<file path="config.mk">
export PLATFORM = sky130hd
export DESIGN_NAME = nor_operand_loader
export DESIGN_NICKNAME = d
export VERILOG_FILES = /design/src/rtl/nor_operand_loader.sv
export SDC_FILE = /design/constraint.sdc
export NUM_CORES = 1
export LEC_CHECK = 0
export CAP_MARGIN = 20
export CORE_MARGIN = 2
export CORE_UTILIZATION = 30
export DETAILED_ROUTE_END_ITERATION = 16
export HOLD_SLACK_MARGIN = 0.15
export SETUP_SLACK_MARGIN = 0.02
export SYNTH_ARGS = -nofsm -noshare
export SYNTH_HDL_FRONTEND = slang
export SYNTH_SLANG_ARGS = --single-unit
</file>
<file path="constraint.sdc">
create_clock -name clk -period 4 [get_ports clk]
set_input_delay 0.6 -clock clk [delete_from_list [all_inputs] [get_ports clk]]
set_output_delay 0.6 -clock clk [all_outputs]
set_load 0.005 [all_outputs]
</file>
<file path="src/rtl/nor_operand_loader.sv">
// Stream loader around an external N-bit NOR gate: collects operand A then B,
// captures the gate output and offers it on a valid/ready port. Option: NOR_LOADER_PARITY_EN.
module nor_operand_loader #(
    parameter int unsigned DATA_WIDTH = 8
) (
    input  logic                  clk,
    input  logic                  rst_n,
    input  logic [DATA_WIDTH-1:0] in_data,
    input  logic                  in_valid,
    output logic                  in_ready,
    output logic [DATA_WIDTH-1:0] op_a,
    output logic [DATA_WIDTH-1:0] op_b,
    input  logic [DATA_WIDTH-1:0] nor_y,
    output logic [DATA_WIDTH-1:0] out_data,
    output logic                  out_valid,
`ifdef NOR_LOADER_PARITY_EN
    output logic                  out_parity,
`endif
    input  logic                  out_ready
);

    typedef enum logic [1:0] {
        S_A   = 2'd0,
        S_B   = 2'd1,
        S_CAP = 2'd2,
        S_OUT = 2'd3
    } state_t;

    state_t                state_q;
    logic [DATA_WIDTH-1:0] op_a_q;
    logic [DATA_WIDTH-1:0] op_b_q;
    logic [DATA_WIDTH-1:0] out_data_q;
    logic                  out_valid_q;
`ifdef NOR_LOADER_PARITY_EN
    logic                  out_parity_q;
`endif

    // Ready is a pure state decode, forced low while reset is held.
    assign in_ready  = rst_n & ((state_q == S_A) | (state_q == S_B));
    assign op_a      = op_a_q;
    assign op_b      = op_b_q;
    assign out_data  = out_data_q;
    assign out_valid = out_valid_q;
`ifdef NOR_LOADER_PARITY_EN
    assign out_parity = out_parity_q;
`endif

    always_ff @(posedge clk or negedge rst_n) begin
        if (!rst_n) begin
            state_q      <= S_A;
            op_a_q       <= '0;
            op_b_q       <= '0;
            out_data_q   <= '0;
            out_valid_q  <= 1'b0;
`ifdef NOR_LOADER_PARITY_EN
            out_parity_q <= 1'b0;
`endif
        end else begin
            case (state_q)
                S_A: begin
                    if (in_valid) begin
                        op_a_q  <= in_data;
                        state_q <= S_B;
                    end
                end
                S_B: begin
                    if (in_valid) begin
                        op_b_q  <= in_data;
                        state_q <= S_CAP;
                    end
                end
                // Gate output has had a full cycle to settle from the new op_b.
                S_CAP: begin
                    out_data_q   <= nor_y;
                    out_valid_q  <= 1'b1;
`ifdef NOR_LOADER_PARITY_EN
                    out_parity_q <= ^nor_y;
`endif
                    state_q      <= S_OUT;
                end
                S_OUT: begin
                    if (out_ready) begin
                        out_valid_q <= 1'b0;
                        state_q     <= S_A;
                    end
                end
                default: state_q <= S_A;
            endcase
        end
    end

endmodule

</file>
After elaboration in Yosys (flattened, before gate mapping)
Index checks and enable logic that the tools add are counted.

Register bits after elaboration: 27. Latch bits: 0. Memory bits (writable): 0. ROM bits: 0. Input bits: 20. Output and inout bits: 26. Logic and storage cells: 25. Memories: 0.

$add $sub $neg: 0. Multipliers: 0. Div/mod/pow operators: 0. Order comparisons: 0. Eq/ne operators: 6. Shift operators: 0. Multiplexer cells: 6. Bitwise gates (word level): 2. Reductions and logical operators: 6.

Operator list (number): one-hot mux 2 bit (4 select lines) (1); 2-to-1 mux 2 bit (3); != test 2 bit (second input constant) (3); AND reduction 2 bit (3); equality test 2 bit (second input constant) (2); AND reduction 3 bit (1); equality test 2 x 1 -> 1 bit (second input constant) (1); zero test 2 bit (1); one-hot mux 1 bit (2 select lines) (1); nonzero test 2 bit (1); bitwise AND 1 bit (1); 2-to-1 mux 1 bit (1); bitwise OR 1 bit (1).

Depth between registers and ports, before layout
Depth in word-level cells: 3. Depth in mapped cells: 5. Gate-level depth less buffers: 5.

Worst setup path after synthesis
No wires, ideal clock.

Kind: register -> output. Start point: reg state_q[0]. End point: out in_ready. Arrival time: 950 ps. Data required time: 3400 ps. Setup slack: 2450 ps. Cell stages (with the launch flop): 5. Path buffers: 0. Cell sequence: dfrtp_1 > inv_1 > ha_1 > nor2_1 > and2b_1.

Cells in the longest elaborated chain, start to end: 3. Elaborated cells on any way between the ends: 4.

Ends and longest elaborated chain: start: declaration (RTL line 29) `state_t state_q;`; start signal: assignment (RTL line 50) `state_q <= S_A;`; start signal: assignment (RTL line 63) `state_q <= S_B;`; start signal: assignment (RTL line 69) `state_q <= S_CAP;`; equality test 2 x 1 -> 1 bit / zero test 2 bit (equally long branches) (RTL line 39) `assign in_ready = rst_n & ((state_q == S_A) | (state_q == S_B));`; bitwise OR 1 bit * (RTL line 39); bitwise AND 1 bit * (RTL line 39); end: declaration (RTL line 10) `output logic in_ready,`.

Mark *: on every way between the ends. The rest lies on a longest branch, timed or not.

Final worst setup path
Start point: in rst_n. End point: out in_ready.

Cells in the longest elaborated chain, start to end: 1.

Ends and longest elaborated chain: start: declaration (RTL line 7) `input logic rst_n,`; bitwise AND 1 bit (RTL line 39).

No other way between the ends.

==> results.txt <==
The layout cell share with drive strength beyond 1 was 0.258. The sequential area share after synthesis is 0.618. The logs give 0 for the post-cts gate resize count and 1630 µm² for the area of all placed cells without fillers.

For this run, the slowest stage of the critical path takes 490 ps. For this run, the number of Yosys warnings is 0. The maximum clock frequency was 378 MHz; the floorplan die area was 4140 µm².

The quantity of I/O buffers inserted on ports was 45. STA puts the critical path data arrival time at 2040 ps. The hold violation count in the final report was 0; the total buffers and inverters traversed by the critical path was 3.

The tree is rooted in a clkbuf_4. The path with the worst hold slack has its endpoint at op_b[7]. The post-route total power is 1.20 mW. Counting flops and latches in the post-synthesis netlist gives 27. The worst register-to-register path has a setup slack of 2490 ps. The required time of the worst setup path is 3400 ps. The via density per instance was 4.33. In the final routed layout, each cell accounts on average for 12.6 µm. The measured slew at the worst slew-check pin is 427 ps. The run gives 0 as the number of maximum-capacitance violations. Detailed placement finished with a half-perimeter wire length of 1.62 mm. The floorplan step defined a core boundary enclosing 3420 µm². Excluding fillers, the count of instances in the completed layout stands at 166.

The tools report the number of pins exceeding their max-slew limit in the final report as 0. The startpoint of the most critical hold path is op_b[7]. In this run the power density over the cells is 735 nW/µm². The slowest cell on the critical path is clkdlybuf4s50_1. The detailed router finished its first iteration with 9 violations. The count of unresolved DRC violations after routing is 0. The most common cell after layout, fill and taps aside was clkdlybuf4s50_1. In this run the post-CTS setup repair buffer count came out at 0. Setup repair after global routing left no endpoint under its margin.

The effective utilization at floorplan came out at 0.320. For the share of the core filled with cells, the log shows 0.477. The worst-path maximum fanout was 28; the count of endpoints failing setup in the final report was 0.

The total detailed-routing wirelength was 2.09 mm. The critical path goes through clkdlybuf4s50_1 > buf_4 > and2b_1 > clkdlybuf4s50_1. For the via count of the first global-routing pass, the log shows 788. The critical path is of the in -> out type. The initialized floorplan defines 21 standard-cell rows. After global routing the overflow that remains totals 0. For the relative slew slack, the log shows 0.715. TritonCTS built the clock tree. Reg-to-reg critical path startpoint: state_q[0]. After filler insertion, the fill cell instance count of the layout stands at 328. The clock arrives with 10.3 ps of skew.

For this run, the post-layout net count is 146. The logs give 0 for the count of antenna diodes in the layout and 96 for the post-synth net total. From bottom edge to top edge, the die measures 64.4 µm.

The worst setup path is launched from an input port. The cell depth of the worst hold path came out at 1. Total iterations of the first detailed-routing run: 4. The initial antenna violation count is 0.

The first global-routing pass estimated 3.58 mm of wire. The clock latency reported for the late side of the worst-skew pair came out at 310 ps. Among cell families on the critical path, the largest total delay comes from buffers and inverters. The logs give 29 for the pin count of the biggest net entering global routing and 1 for the maximum level of the CTS H-tree. In the synthesized netlist, the number of instances is 71. From synthesis to final layout, the design area changed by 49.1%. The run gives 1090 µm² as the netlist area before placement. The worst setup path is captured at a primary output. During I/O placement, the number of pins put on the boundary was 46. Type of the worst min-delay path: reg -> reg.

Subtracting the final worst setup slack from the clock period gives 2640 ps. The post-route clock period utilization came out at 0.661. The placed cell count is 162. The tools report the weighted congestion at the end of routability-driven global placement as 0.679. The leakage component of the power was 0.697 nW; the placement-stage cell area was 1600 µm². The clock tree buffer depth was 2; the number of distinct library cells after synthesis was 10. The total negative setup slack was 0 ps. The count of nets left with antenna violations once routing finished came out at 0. The aggregate global-route resource usage is 0.112.

The most numerous cell type found on the critical path is clkdlybuf4s50_1. In this run the horizontal extent of the chip is 64.4 µm. Leaving out fill and tap cells, the most frequent cells in the layout are clkdlybuf4s50_1, dfrtp_1, mux2_2, ha_1, inv_1.

The tree built by TritonCTS fans out to 27 sinks. In this run the mean area of a mapped cell was 15.4 µm². The tools report the TritonCTS buffer count as 3.

The number of cells on the worst reg-to-reg path came out at 5. The number of buffers inserted for hold repair after clock tree synthesis was 0. The run finished with clean final reports. After clock tree synthesis, the clock-pin slew on the worst setup and hold paths is 130 ps. The worst register-to-register path ends at state_q[1]. IR analysis of the VDD net gives a maximum drop of 0.263 mV. The routed layout has 719 vias.
report_power, final:
group / switching [mW] / total (mW) / internal [mW]
clock network: 0.0731 / 0.112 / 0.0389
registers: 0.0722 / 0.486 / 0.414
logic: 0.190 / 0.600 / 0.410
total: 0.335 / 1.20 / 0.863
state kept, by name (all words and copies together), names as in the netlist:
register,flops
op_a,8
op_b,8
state_q,2
out_data,8
out_valid,1
per-stage QoR:
| stage | hold slack, ps | setup WS (ps) |
|---|---|---|
| finish | 519 | 1360 |
| global route | 539 | 1230 |
| CTS | 523 | 1330 |
| detailed placement | 493 | 1330 |
| global placement | 489 | 1340 |
| floorplan | 304 | 2450 |
cells by family after synthesis:
family | after synthesis | synth area share
compound gates | 2 | 0.0114
fa+ha+maj | 5 | 0.0572
buf+inv | 5 | 0.0183
flops | 27 | 0.618
mux | 26 | 0.267
simple gates | 6 | 0.0286
cell type report:
class | instances | area [µm²] | area share
multi-input combinational | 39 | 398 | 0.244
inverter | 4 | 15.0 | 0.00921
tap | 46 | 57.6 | 0.0353
timing repair buffer | 46 | 458 | 0.281
sequential | 27 | 676 | 0.414
clock buffer | 4 | 26.3 | 0.0161
cells in the mapped netlist:
library cell   n  area (µm²)
ha_1           5        62.6
o22ai_1        2        12.5
buf_2          1        5.00
mux2i_1        1        10.0
nor2_1         3        11.3
dfrtp_1       27         676
nand2_2        2        12.5
and2b_1        1        7.51
inv_1          4        15.0
mux2_2        25         282
per-layer routing:
metal,part of all wire,track usage
met1,0.42,0.131
met2,0.53,0.202
met4,0.013,0.0559
met3,0.033,0.0123
met5,0,0
how the worst max path moves through the flow:
| stage | depth (start not counted) | startpoint | to |
|---|---|---|---|
| after CTS | 4 | rst_n | in_ready |
| after global placement | 4 | rst_n | in_ready |
| after floorplan | 4 | state_q[0] | in_ready |
| after detailed placement | 4 | rst_n | in_ready |
| after global routing | 4 | rst_n | in_ready |
| final | 4 | rst_n | in_ready |
No activity file was read; power rests on OpenSTA's default activity.
